===== src/rtl/contador_bcd_pkg.sv =====
// Shared types and constants for the two-digit BCD countdown timer.
package contador_pkg;

  typedef enum logic [1:0] {
    IDLE   = 2'd0,
    RUN    = 2'd1,
    PAUSED = 2'd2,
    DONE   = 2'd3
  } state_t;

  localparam logic [3:0] BCD_MAX = 4'd9;

  // Presets above 9 would leak non-BCD codes into the segment decoders.
  function automatic logic [3:0] bcd_clamp(input logic [3:0] d);
    return (d > BCD_MAX) ? BCD_MAX : d;
  endfunction

endpackage


===== src/rtl/detector_borda.sv =====
// Rising-edge detector; prev resets high so a level held through reset is not an edge.
module detector_borda (
  input  logic clk,
  input  logic rst_n,
  input  logic d,
  output logic borda
);

  logic prev;

  always_ff @(posedge clk) begin
    if (!rst_n) prev <= 1'b1;
    else        prev <= d;
  end

  assign borda = d & ~prev;

endmodule


===== src/rtl/contador_bcd.sv =====
// Two-digit BCD countdown (99..00) with prescaler and start/pause/load control.
module contador_bcd
  import contador_pkg::*;
#(
  parameter int TICK_DIV = 50_000_000
) (
  input  logic       clk,
  input  logic       rst_n,
  input  logic       load,
  input  logic [3:0] load_tens,
  input  logic [3:0] load_units,
  input  logic       start,
  input  logic       pause,
  output logic [3:0] tens,
  output logic [3:0] units,
  output logic       running,
  output logic       done
);

  localparam int PW = (TICK_DIV > 2) ? $clog2(TICK_DIV) : 1;
  localparam logic [PW-1:0] PRESC_LAST = PW'(TICK_DIV - 1);

  state_t        st, st_n;
  logic [PW-1:0] presc, presc_n;
  logic [3:0]    tens_n, units_n;
  logic [3:0]    dec_t, dec_u;
  logic [3:0]    ld_t, ld_u;
  logic          done_n;
  logic          start_e, pause_e;
  logic          is_zero, dec_zero;

  detector_borda u_det_start (
    .clk   (clk),
    .rst_n (rst_n),
    .d     (start),
    .borda (start_e)
  );

  detector_borda u_det_pause (
    .clk   (clk),
    .rst_n (rst_n),
    .d     (pause),
    .borda (pause_e)
  );

  assign ld_t    = bcd_clamp(load_tens);
  assign ld_u    = bcd_clamp(load_units);
  assign is_zero = (tens == 4'd0) && (units == 4'd0);

  always_comb begin
    dec_t = tens;
    dec_u = units;
    if (units != 4'd0) begin
      dec_u = units - 4'd1;
    end else if (tens != 4'd0) begin
      dec_u = BCD_MAX;
      dec_t = tens - 4'd1;
    end
  end

  assign dec_zero = (dec_t == 4'd0) && (dec_u == 4'd0);

  always_comb begin
    st_n    = st;
    tens_n  = tens;
    units_n = units;
    presc_n = presc;
    done_n  = 1'b0;
    case (st)
      IDLE: begin
        if (load) begin
          tens_n  = ld_t;
          units_n = ld_u;
          presc_n = '0;
        end else if (pause_e) begin
          st_n = IDLE;
        end else if (start_e) begin
          if (is_zero) begin
            st_n   = DONE;
            done_n = 1'b1;
          end else begin
            st_n = RUN;
          end
        end
      end
      RUN: begin
        // Pause wins over counting: the paused cycle does not advance the prescaler.
        if (pause_e) begin
          st_n = PAUSED;
        end else if (presc == PRESC_LAST) begin
          presc_n = '0;
          if (!is_zero) begin
            tens_n  = dec_t;
            units_n = dec_u;
          end
          if (dec_zero) begin
            st_n   = DONE;
            done_n = 1'b1;
          end
        end else begin
          presc_n = presc + PW'(1);
        end
      end
      PAUSED: begin
        if (load) begin
          st_n    = IDLE;
          tens_n  = ld_t;
          units_n = ld_u;
          presc_n = '0;
        end else if (pause_e) begin
          st_n = PAUSED;
        end else if (start_e) begin
          st_n = RUN;
        end
      end
      DONE: begin
        if (load) begin
          st_n    = IDLE;
          tens_n  = ld_t;
          units_n = ld_u;
          presc_n = '0;
        end
      end
      default: st_n = IDLE;
    endcase
  end

  always_ff @(posedge clk) begin
    if (!rst_n) begin
      st      <= IDLE;
      presc   <= '0;
      tens    <= 4'd0;
      units   <= 4'd0;
      running <= 1'b0;
      done    <= 1'b0;
    end else begin
      st      <= st_n;
      presc   <= presc_n;
      tens    <= tens_n;
      units   <= units_n;
      running <= (st_n == RUN);
      done    <= done_n;
    end
  end

endmodule


===== config.mk =====
export PLATFORM = sky130hd
export DESIGN_NAME = contador_bcd
export DESIGN_NICKNAME = d
export VERILOG_FILES = /design/src/rtl/contador_bcd_pkg.sv /design/src/rtl/detector_borda.sv /design/src/rtl/contador_bcd.sv
export SDC_FILE = /design/constraint.sdc
export NUM_CORES = 1
export LEC_CHECK = 0
export BUFFER_PORTS_ARGS = -buffer_cell sky130_fd_sc_hd__buf_2
export CAP_MARGIN = 20
export CORE_ASPECT_RATIO = 0.7
export CORE_UTILIZATION = 50
export CTS_BUF_LIST = sky130_fd_sc_hd__clkbuf_2
export DETAILED_ROUTE_END_ITERATION = 10
export GPL_TIMING_DRIVEN = 0
export PLACE_DENSITY_LB_ADDON = 0.15
export RECOVER_POWER = 100
export SYNTH_ARGS = -nofsm -noshare
export SYNTH_HDL_FRONTEND = slang
export SYNTH_SLANG_ARGS = --single-unit

===== constraint.sdc =====
create_clock -name clk -period 6.4 [get_ports clk]
set_input_delay 0.32 -clock clk [delete_from_list [all_inputs] [get_ports clk]]
set_output_delay 0.32 -clock clk [all_outputs]
set_load 0.01 [all_outputs]

==> results of run 1 <==
[through the flow]
step	hold slack [ns]	area (µm²)
final	0.104	2560
after global placement	0.472	2540
after floorplan	0.421	2370
after detailed placement	0.476	2540
after global routing	0.0601	2560
after CTS	0.0997	2580
[final cells by class]
cell class                 count  area, µm²
sequential                    40        801
clock buffer                   6       30.0
inverter                       8       30.0
fill                         427       1900
clock inverter                 1       5.00
tap                           55       68.8
timing repair buffer          21       92.6
multi-input combinational    236       1470
buffer                        16       60.1
[cell usage in the layout (no fill, tap or decap), types with 2 or more instances in the layout]
cell | synthesis | layout
nand4_1 | 7 | 7
o211ai_1 | 2 | 2
a32oi_1 | 2 | 2
o31a_1 | 3 | 3
nand3_1 | 13 | 13
mux2i_1 | 8 | 8
o21ai_0 | 14 | 15
inv_1 | 8 | 8
buf_2 | 2 | 11
nor3b_1 | 3 | 3
nand3b_1 | 3 | 3
xnor2_1 | 11 | 11
dfxtp_1 | 40 | 40
or3b_2 | 2 | 2
xor2_1 | 7 | 7
and3_1 | 5 | 5
clkbuf_2 | 0 | 6
or3_1 | 3 | 3
nand2b_1 | 6 | 6
nor3_1 | 12 | 12
nor2b_1 | 7 | 7
o2111ai_1 | 2 | 2
or4_1 | 2 | 3
nand2_1 | 25 | 25
a21oi_1 | 14 | 14
o41ai_1 | 3 | 3
o31ai_1 | 3 | 3
a21boi_0 | 1 | 2
clkbuf_1 | 13 | 25
nor2_1 | 36 | 36
nor4_1 | 9 | 9
and4_2 | 2 | 2
ha_1 | 3 | 3
[power by group through the flow]
stage	registers, W	logic, W	clock network (W)
6_report	0.000263	0.0000777	0.000109
2_1_floorplan	0.000267	0.0000525	0
3_5_place_dp	0.000267	0.0000773	0
4_1_cts	0.000262	0.0000778	0.000110
3_3_place_gp	0.000267	0.0000766	0
5_1_grt	0.000264	0.0000865	0.000125
[state kept, by name, indices dropped and copies added, names as in the netlist]
| name | cells |
|---|---|
| running | 1 |
| u_det_start.prev | 1 |
| presc | 26 |
| u_det_pause.prev | 1 |
| done | 1 |
| tens | 4 |
| st | 2 |
| units | 4 |
[critical path: cells and delay by family, from the launching register on]
kind | cells | cell delay (ns)
AND/OR/NAND/NOR | 3 | 0.98
AO/OA/AOI/OAI | 1 | 1.12
adder cells (fa/ha/maj) | 1 | 0.22
multiplexers | 1 | 0.28
buffers and inverters | 2 | 0.31
flip-flops | 1 | 0.42
[worst paths after layout]
kind / start / end / slack, ns
worst max-delay path: units[0] / units[2] / 3.01
worst max register to register: units[0] / units[2] / 3.01
worst min-delay path: start / u_det_start.prev / 0.10
worst min register to register: presc[23] / presc[23] / 0.50
[routing by layer]
metal | routed length (µm) | track usage (%)
met1 | 3110 | 37.3
met5 | 0 | 0
met3 | 346 | 5.43
met2 | 2170 | 31.1
met4 | 65 | 7.39
[cells by family after synthesis]
kind of cell / Yosys count
adders and majority gates: 3
xor gates and xnor gates: 18
buffers and inverters: 24
DFF: 40
muxes: 8
AOI/OAI and AO/OA: 59
and+or+nand+nor: 148
[Yosys cell counts, drive strengths merged (2+ instances only)]
| cell | number | area (µm²) |
|---|---|---|
| dfxtp | 40 | 801 |
| nor2 | 36 | 135 |
| nand2 | 25 | 93.8 |
| o21ai | 16 | 80.1 |
| a21oi | 14 | 70.1 |
| clkbuf | 13 | 48.8 |
| nand3 | 13 | 65.1 |
| nor3 | 13 | 70.1 |
| xnor2 | 11 | 96.3 |
| nor4 | 9 | 56.3 |
| inv | 8 | 30.0 |
| mux2i | 8 | 80.1 |
| nand4 | 7 | 43.8 |
| nor2b | 7 | 43.8 |
| xor2 | 7 | 61.3 |
| and3 | 6 | 38.8 |
| nand2b | 6 | 37.5 |
| or4 | 4 | 37.5 |
| and4 | 3 | 28.8 |
| buf | 3 | 13.8 |
| ha | 3 | 37.5 |
| nand3b | 3 | 22.5 |
| nor3b | 3 | 22.5 |
| o31a | 3 | 26.3 |
| o31ai | 3 | 22.5 |
| o41ai | 3 | 26.3 |
| or3 | 3 | 18.8 |
| a21boi | 2 | 18.8 |
| a32oi | 2 | 17.5 |
| o2111ai | 2 | 17.5 |
| o211ai | 2 | 15.0 |
| or3b | 2 | 17.5 |
==> summary.md, run 1 <==
| Metric | Value |
|---|---|
| CP startpoint kind | `flop` |
| CTS tree | `done` |
| Syn nets | `316` |
| Post-DP HPWL | `4140 µm` |
| Clock Skews | `0.0247 ns` |
| IO buf count | `21` |
| Die H | `59.6 µm` |
| Clk_lat worst skew | `0.40 ns` |
| Crit path setup slack, layout | `3.01 ns` |
| Total negative slack | `0 ns` |
| Post-route insts no fill | `383` |
| Hold Path Class | `input port to flop` |
| Initial antenna violation count | `0` |
| RSZ-0062 raised after global routing | `false` |
| Slowest cell on the critical path | `a21boi_0` |
| Post-CTS sizing | `0` |
| Mean post-synth cell area | `7.90 µm²` |
| Pwr Density | `176 nW/µm²` |
| CTS Hold Bufs | `0` |
| GRT overflow | `0` |
| Fmax | `295 MHz` |
| Routed vias | `2334` |
| Final Power | `0.000449 W` |
| Clk sinks | `40` |
| Clock share of power | `24.2%` |
| Internal power | `0.000309 W` |
| Inserted Diodes | `0` |
| Crit path arrival time | `3.70 ns` |
| Comb pwr share | `17.3%` |
| Max_slew headroom | `4.95%` |
| DR vias/cell | `6.09` |
| Number of setup buffers added after CTS | `0` |
| Initial drt markers | `204` |
| Avg WL per Cell | `14.9 µm` |
| # IOs | `23` |
| Clk buf depth | `2` |
| Syn Std Cell Area | `2370 µm²` |
| Fin crit period | `3.39 ns` |
| Main combinational cell family by area after synthesis | `simple AND/OR/NAND/NOR gates` |
| CP cell instances | `inv_1, ha_1, or3b_2, clkbuf_1, nor2_1, nor3_1, a21boi_0, mux2i_1` |
| Post-synth ARST share | `0%` |
| Reg2Reg Depth | `8` |
| Number of global-route vias before repair | `1827` |
| Remaining DRCs | `2` |
| Fin crit share | `52.9%` |
| Largest net degree at the start of global routing | `12` |
| Slew Limit Fails | `0` |
| Clk slew on worst S/H paths | `0.20 ns` |
| CTS buffer count | `5` |
| Placed cell count | `376` |
| Psw | `0.000139 W` |
| Post-synthesis mux area share | `3.38%` |
| Initial Utilization | `53.2%` |
| Chip width | `84.3 µm` |
| Share of post-route cells with drive strength above 1 | `8.54%` |
| Leakage power | `0.861 nW` |
| Worst IR Drop VDD | `0.0866 mV` |
| Final hold vios | `0` |
| Seq/Total Area, Yosys | `33.8%` |
| Finish-stage setup viols | `0` |
| CP Class | `flop to flop` |
| Routability Congestion | `0.897` |
| Total routed wirelength | `5690 µm` |
| Final core utilization | `57.4%` |
| Top_reg_cell synth | `dfxtp_1` |
| TritonRoute pass-1 iters | `8` |
| Global-route wire length before repair | `9160 µm` |
| CTS Root Cell | `clkbuf_2` |
| CP endpoint kind | `flop` |
| Critical Path RT | `6.72 ns` |
| DRT antenna net count | `0` |
| Sw Share | `31.1%` |
| Post-layout nets | `344` |
| Die Area | `5030 µm²` |
| Core area | `4450 µm²` |
| YS warnings | `0` |
| Run status | `finished with violations` |
| Largest stage delay, worst path | `1.12 ns` |
| Post-Synth Adder-Cell Area | `1.58%` |
| Compound-gate portion of the synthesized area | `16.6%` |
| Area Overhead vs Synth | `7.86%` |
| Synth unique cells | `59` |
| Min-Delay Path Depth | `2` |
| Max Cap Violations | `0` |
| Crit Path Max Fanout | `7` |
| Failing checks | `design-rule violations` |
| Yosys reg bits | `40` |
| Post-Synth XOR/XNOR Area | `6.65%` |
| Reg power frac | `58.5%` |
| Synth Area in Simple Gates | `34.1%` |
| Num rows | `20` |
| Post-synth EDFFs | `0` |
| Post-synthesis cell count | `300` |
| Worst-margin pin slew | `1.41 ns` |
| DP Worst Slack | `3.75 ns` |
| Max H-tree Level | `2` |
| Gr usage total | `23.8%` |
(Power assumes the default switching activity.)
==> run 2: changes to the inputs <==
ABC_AREA = 1   (was not set)
clock period = 3.2 ns   (was 6.4 ns; I/O delays follow)
==> run 2 against run 1 <==
The flow now finishes without violations. Non-clock buffer count decreased by 7. Utilization decreased by 1.3 points. Sequential cell count unchanged. Critical path depth unchanged. Register-to-register slack got worse by 2.3 ns. Fmax increased by 36%. Combinational power increased to 2.5 times the previous value. Count of clock-buffer cells in the layout unchanged. Cell count increased by 21%. Clock power increased by 94%. Critical path type unchanged.
==> summary.md, run 2 <==
| Metric | Value |
|---|---|
| Reg2Reg Depth | `8 (unchanged)` |
| Slowest cell on the critical path | `o21ai_0` |
| Initial antenna violation count | `0 (unchanged)` |
| Final core utilization | `56.1% (-1.3 points)` |
| Crit-path leading delay family | `buffers and inverters` |
| Clk buf depth | `2 (unchanged)` |
| Met2 global-route usage | `32.8% (+1.6 points)` |
| Most common cell after layout, fill and taps aside | `nand2_1` |
| Sequential Area | `801 µm² (unchanged)` |
| Post-synth EDFFs | `0 (unchanged)` |
| Critical Path RT | `3.50 ns (-3.22 ns)` |
| Fmax | `403 MHz (+36%)` |
| Met3 Resource Use GR | `4.90% (-0.53 points)` |
| Mean post-synth cell area | `6.80 µm² (-14%)` |
| Top cells by count, synth | `76 x nand2_1, 55 x nor2_1, 40 x dfxtp_1` |
| CTS tree | `done` |
| Total routed wirelength | `5640 µm (-0.86%)` |
| Main combinational cell family by area after synthesis | `simple AND/OR/NAND/NOR gates` |
| Largest net degree at the start of global routing | `12 (unchanged)` |
| Share of post-route cells with drive strength above 1 | `15.7% (+7.2 points)` |
| Max Cap Violations | `0 (unchanged)` |
| Top cell type's share of synthesized area | `32.4% (-1.4 points)` |
| Area of the multi-input gates | `1400 µm² (-4.5%)` |
| Die Area | `5240 µm² (+4.3%)` |
| Routing usage on met1 | `36.5% (-0.79 points)` |
| Slew Limit Fails | `0 (unchanged)` |
| Fillcell total | `479 (+12%)` |
| Post-Synth XOR/XNOR Area | `2.48% (-4.2 points)` |
| Yosys reg bits | `40 (unchanged)` |
| Biggest regs | `presc: 26 flops, tens: 4 flops, units: 4 flops` |
| Number of setup buffers added after CTS | `0 (unchanged)` |
| Worst-margin pin slew | `0.585 ns (-0.828 ns)` |
| Synth area leaders | `dfxtp_1 32%, nand2_1 12%, nor2_1 8.3%, inv_1 5.8%, nand3_1 4.4%` |
| CP cell instances | `nor2_4, inv_1, nand2_4, nand2_1, inv_6, o21ai_0, buf_2, a221oi_1` |
| RSZ-0062 raised after global routing | `false` |
| Die H | `60.9 µm (+2.1%)` |
| Compound-gate portion of the synthesized area | `13.0% (-3.6 points)` |
| GRT Max-Usage Layer | `met1` |
| Remaining DRCs | `0 (-2)` |
| Synth area leader | `dfxtp_1` |
| Hold Crit Endpoint | `presc[6]` |
| Area Overhead vs Synth | `7.89% (about the same)` |
| Most frequently used cell type in the post-synthesis netlist | `nand2_1` |
| Reg-to-reg setup timing slack | `0.72 ns (-2.30 ns)` |
| GRT overflow | `0 (unchanged)` |
| Routed vias | `2398 (+2.7%)` |
| Post-synthesis cell count | `364 (+21%)` |
| Fin crit period | `2.48 ns (-0.905 ns)` |
| Max H-tree Level | `2 (unchanged)` |
| Number of global-route vias before repair | `2012 (+10%)` |
| Finish-stage setup viols | `0 (unchanged)` |
| Worst IR Drop VDD | `0.233 mV (+170%)` |
| Post-Synth Adder-Cell Area | `1.52% (-0.066 points)` |
| Buf+Inv Stages, Crit Path | `3 (+1)` |
| Post-layout nets | `411 (+19%)` |
| Initial drt markers | `195 (-4.4%)` |
| CP Class | `flop to flop` |
| Gr usage total | `23.6% (-0.18 points)` |
| Post-DP HPWL | `4410 µm (+6.6%)` |
| Synth Area in Simple Gates | `41.2% (+7.1 points)` |
| Min-Delay Path Depth | `4 (+2)` |
| Core area | `4760 µm² (+6.8%)` |
| Post-synth ARST share | `0% (unchanged)` |
| Routability Congestion | `0.938 (+4.5%)` |
| Leakage power | `1.07 nW (+25%)` |
| Num rows | `21 (+5.0%)` |
| Pwr Density | `349 nW/µm² (+99%)` |
| Synth unique cells | `45 (-24%)` |
| Syn Std Cell Area | `2470 µm² (+4.4%)` |
| Run status | `complete, no violations` |
| Post-synthesis mux area share | `0% (-3.4 points)` |
| HP Start | `load` |
| CTS Root Cell | `clkbuf_2` |
| Hold Path Class | `input port to flop` |
| Clk sinks | `40 (unchanged)` |
| Crit path arrival time | `2.78 ns (-0.92 ns)` |
| Max_slew headroom | `60.6% (+56 points)` |
| Post-CTS sizing | `0 (unchanged)` |
| Syn nets | `380 (+20%)` |
| Crit Path Max Fanout | `10 (+3)` |
| CP endpoint kind | `flop` |
| CP startpoint kind | `flop` |
| Largest reg by FF count | `presc` |
| Fin crit share | `77.5% (+25 points)` |
| Reg2reg start | `st[1]` |
| Inserted Diodes | `0 (unchanged)` |
| Largest stage delay, worst path | `0.52 ns (-0.60 ns)` |
| TritonRoute pass-1 iters | `6 (-2)` |
| Top_reg_cell synth | `dfxtp_1` |
| Final hold vios | `0 (unchanged)` |
| Clock Skews | `0.00637 ns (-0.0184 ns)` |
| IO buf count | `22 (+4.8%)` |
| DR vias/cell | `5.17 (-15%)` |
| Global-route wire length before repair | `9380 µm (+2.5%)` |
| Clk slew on worst S/H paths | `0.19 ns (about the same)` |
| Chip width | `86.1 µm (+2.1%)` |
| Total negative slack | `0 ns (unchanged)` |
| Reg2reg end | `presc[9]` |
| YS warnings | `0 (unchanged)` |
| Avg WL per Cell | `12.2 µm (-18%)` |
| Initial Utilization | `52.0% (-1.2 points)` |
| Clk_lat worst skew | `0.39 ns (about the same)` |
| CTS buffer count | `5 (unchanged)` |
| DRT antenna net count | `0 (unchanged)` |
| Largest register FFs | `26 (unchanged)` |
| # IOs | `23 (unchanged)` |
| Seq/Total Area, Yosys | `32.4% (-1.4 points)` |
| Final Power | `0.000932 W (+110%)` |
| Commonest cells after routing, fill and taps aside | `79 x nand2_1, 56 x nor2_1, 40 x dfxtp_1, 39 x inv_1, 22 x nand3_1` |
==> run 2: cells by family (layout without fill, tap and decap cells) <==
kind of cell,after synthesis,in the layout
flip-flops,40,40
adder cells (fa/ha/maj),3,3
AO/OA/AOI/OAI,52,52
XOR/XNOR,7,7
buffers and inverters,57,88
AND/OR/NAND/NOR,205,205
==> run 2: power by group <==
part           switching (W)  internal [W]
Clock               0.000159     0.0000522
Combinational       0.000135     0.0000629
Sequential         0.0000110      0.000512
==> run 2: layout make-up <==
cell class                      count  share of cell area [%]
Sequential cell                    40                    30.0
Buffer                              6                    1.08
Timing Repair Buffer               24                    4.40
Multi-Input combinational cell    267                    52.6
Inverter                           51                    7.40
Clock inverter                      1                   0.187
Clock buffer                        6                    1.12
Tap cell                           69                    3.23
==> run 2: worst reg2reg max path: cells and delay by family, from the launching register on <==
kind	cells	cell delay [ns]
AND/OR/NAND/NOR	3	0.61
AO/OA/AOI/OAI	2	0.61
flip-flops	1	0.49
buffers and inverters	3	0.69
==> run 2: metrics by stage <==
step / hold slack, ns / area [µm²] / cells / worst slack, ns
6_report: 0.0643 / 2670 / 464 / 0.719
5_1_grt: 0.0354 / 2670 / 464 / 0.500
4_1_cts: 0.0760 / 2730 / 464 / 1.15
3_5_place_dp: 0.353 / 2670 / 455 / 1.18
3_3_place_gp: 0.340 / 2670 / 455 / 1.21
2_1_floorplan: 0.252 / 2470 / 364 / 1.50
==> run 2: how the worst max path moves through the flow <==
| stage | start | endpoint | depth (start not counted) |
|---|---|---|---|
| floorplan | presc[0] | tens[3] | 13 |
| global placement | presc[0] | presc[9] | 11 |
| detailed placement | presc[0] | presc[9] | 11 |
| CTS | presc[0] | presc[9] | 11 |
| global route | presc[0] | units[1] | 13 |
| finish | st[1] | presc[9] | 8 |
==> run 2: repair_timing <==
item,4_1_cts,5_1_grt
hold buffers,2,0
setup endpoints to repair,0,0
endpoints found under the hold margin,2,0
==> run 2: metal layers <==
| metal | share of wire [%] | routed length (µm) |
|---|---|---|
| met5 | 0 | 0 |
| met2 | 37 | 2110 |
| met1 | 54 | 3060 |
| met3 | 7.5 | 425 |
| met4 | 0.83 | 47 |
==> run 3: changes to the inputs <==
clock period = 2.5 ns   (was 3.2 ns; I/O delays follow)
==> run 3 against run 2 <==
Clock skew up 0.0024 ns. Count of clock-buffer cells in the layout stayed put. Wire length shrank 0.28%. Utilization is 0.58 points higher. Largest cell class unchanged. Worst hold slack worse by 0.013 ns. Register-to-register slack worse by 0.42 ns. Critical endpoint is now running. Sequential power increased by 28%.
==> summary.md, run 3 (synthesis results as in run 2) <==
| Metric | Value |
|---|---|
| Most common cell after layout, fill and taps aside | `nand2_1` |
| Met2 global-route usage | `32.8% (unchanged)` |
| Min-Delay Path Depth | `3 (-1)` |
| DR vias/cell | `5.13 (-0.83%)` |
| Clock Skews | `0.00874 ns (+0.00238 ns)` |
| CTS buffer count | `5 (unchanged)` |
| Crit Path Max Fanout | `5 (-5)` |
| Run status | `complete, no violations` |
| Post-layout nets | `411 (unchanged)` |
| Pwr Density | `445 nW/µm² (+28%)` |
| Chip width | `86.1 µm (unchanged)` |
| Placed Instance Area | `2670 µm² (unchanged)` |
| Slew Limit Fails | `0 (unchanged)` |
| Share of post-route cells with drive strength above 1 | `16.5% (+0.76 points)` |
| Reg2Reg Depth | `15 (+7)` |
| CP endpoint kind | `flop` |
| CP Class | `flop to flop` |
| CP startpoint kind | `flop` |
| CP startpoint | `units[0]` |
| Worst-margin pin slew | `0.492 ns (-0.0928 ns)` |
| Global-route wire length before repair | `9380 µm (unchanged)` |
| Biggest regs | `presc: 26 flops, tens: 4 flops, units: 4 flops` |
| Area of the multi-input gates | `1430 µm² (+1.5%)` |
| Clk sinks | `40 (unchanged)` |
| Initial drt markers | `211 (+8.2%)` |
| Avg WL per Cell | `12.1 µm (-0.28%)` |
| Remaining DRCs | `0 (unchanged)` |
| DRT antenna net count | `0 (unchanged)` |
| Core area | `4760 µm² (unchanged)` |
| Met3 Resource Use GR | `4.90% (unchanged)` |
| Max Cap Violations | `0 (unchanged)` |
| Largest net degree at the start of global routing | `12 (unchanged)` |
| Total negative slack | `0 ns (unchanged)` |
| Initial Utilization | `52.0% (unchanged)` |
| Gr usage total | `23.6% (unchanged)` |
| Critical Path RT | `2.81 ns (-0.69 ns)` |
| Clk_lat worst skew | `0.39 ns (about the same)` |
| Die Area | `5240 µm² (unchanged)` |
| CTS Root Cell | `clkbuf_2` |
| Commonest cells after routing, fill and taps aside | `76 x nand2_1, 57 x nor2_1, 40 x dfxtp_1, 39 x inv_1, 22 x nand3_1` |
| Design area | `2700 µm² (+1.0%)` |
| HP Start | `rst_n` |
| Initial antenna violation count | `0 (unchanged)` |
| Total routed wirelength | `5630 µm (-0.28%)` |
| Inserted Diodes | `0 (unchanged)` |
| Finish-stage setup viols | `0 (unchanged)` |
| Num rows | `21 (unchanged)` |
| Die H | `60.9 µm (unchanged)` |
| Worst IR Drop VDD | `0.298 mV (+28%)` |
| GRT Max-Usage Layer | `met1` |
| Final hold vios | `0 (unchanged)` |
| Clk buf depth | `2 (unchanged)` |
| Fmax | `454 MHz (+13%)` |
| IO buf count | `22 (unchanged)` |
| Routing usage on met1 | `36.5% (unchanged)` |
| Reg2reg start | `units[0]` |
| TritonRoute pass-1 iters | `4 (-2)` |
| Routability Congestion | `0.938 (unchanged)` |
| # IOs | `23 (unchanged)` |
| Fin crit share | `88.0% (+11 points)` |
| Max H-tree Level | `2 (unchanged)` |
| Crit path arrival time | `2.51 ns (-0.27 ns)` |
| Leakage power | `1.08 nW (+0.68%)` |
| Fillcell total | `471 (-1.7%)` |
| GRT overflow | `0 (unchanged)` |
| Max_slew headroom | `67.2% (+6.6 points)` |
| CTS tree | `done` |
| Area Overhead vs Synth | `9.00%` |
| Hold Path Class | `input port to flop` |
| Largest reg by FF count | `presc` |
| RSZ-0062 raised after global routing | `false` |
| Sequential Area | `801 µm² (unchanged)` |
| Largest register FFs | `26 (unchanged)` |
| Fin crit period | `2.20 ns (-0.280 ns)` |
| Routed vias | `2378 (-0.83%)` |
| Post-CTS sizing | `0 (unchanged)` |
| Number of global-route vias before repair | `2012 (unchanged)` |
| Clk slew on worst S/H paths | `0.19 ns (about the same)` |
| Post-DP HPWL | `4410 µm (unchanged)` |
run 3: cell counts in the layout (fill, tap and decap cells not counted):
Identical to the previous run, type by type.
run 3: report_power, final:
part	switching (W)	internal, W
combinational	0.000175	0.0000847
clock	0.000205	0.0000667
sequential	0.0000142	0.000655
run 3: area by class of cell:
cell class | count | share of cell area (%)
Timing Repair Buffer | 24 | 4.36
Clock buffer | 6 | 1.11
Clock inverter | 1 | 0.186
Buffer | 6 | 1.30
Tap cell | 69 | 3.20
Sequential cell | 40 | 29.7
Multi-Input combinational cell | 267 | 52.8
Inverter | 51 | 7.33
run 3: timing repair:
action	4_1_cts	5_1_grt
hold endpoints to repair	2	0
hold buffers	2	0
buffers inserted	0	0
run 3: path summary, 6_finish.rpt:
kind,slack (ns),to
max,0.30,running
min,0.05,presc[16]
min reg2reg,0.52,presc[0]
max reg2reg,0.30,running
run 3: critical path: stages (launching register included):
cell	delay, ns
dfxtp_1	0.37
inv_1	0.12
ha_1	0.25
nand2_1	0.10
nor2_1	0.36
nor2_1	0.08
nor2_1	0.21
nand2_1	0.09
nor2_1	0.17
nand2_1	0.07
nand2_1	0.05
nand2_1	0.04
nand2_1	0.05
nand2_1	0.06
nand2_1	0.06
nor2_1	0.04
run 3: per-layer routing:
metal  part of all wire, %  routed length (µm)
met1                    54                3050
met2                    38                2110
met3                   7.5                 422
met4                  0.82                  46
met5                     0                   0
run 3: through the flow:
step / setup slack (ns) / total power (W) / hold slack (ns) / std cells / util, %
floorplan: 0.803 / 0.000865 / 0.217 / 364 / -
global route: 0.136 / 0.00128 / 0.0342 / 464 / 56.7
detailed placement: 0.480 / 0.000941 / 0.318 / 455 / 56.2
finish: 0.299 / 0.00120 / 0.0512 / 464 / 56.7
CTS: 0.447 / 0.00121 / 0.0410 / 464 / 57.3
global placement: 0.510 / 0.000938 / 0.305 / 455 / 56.2
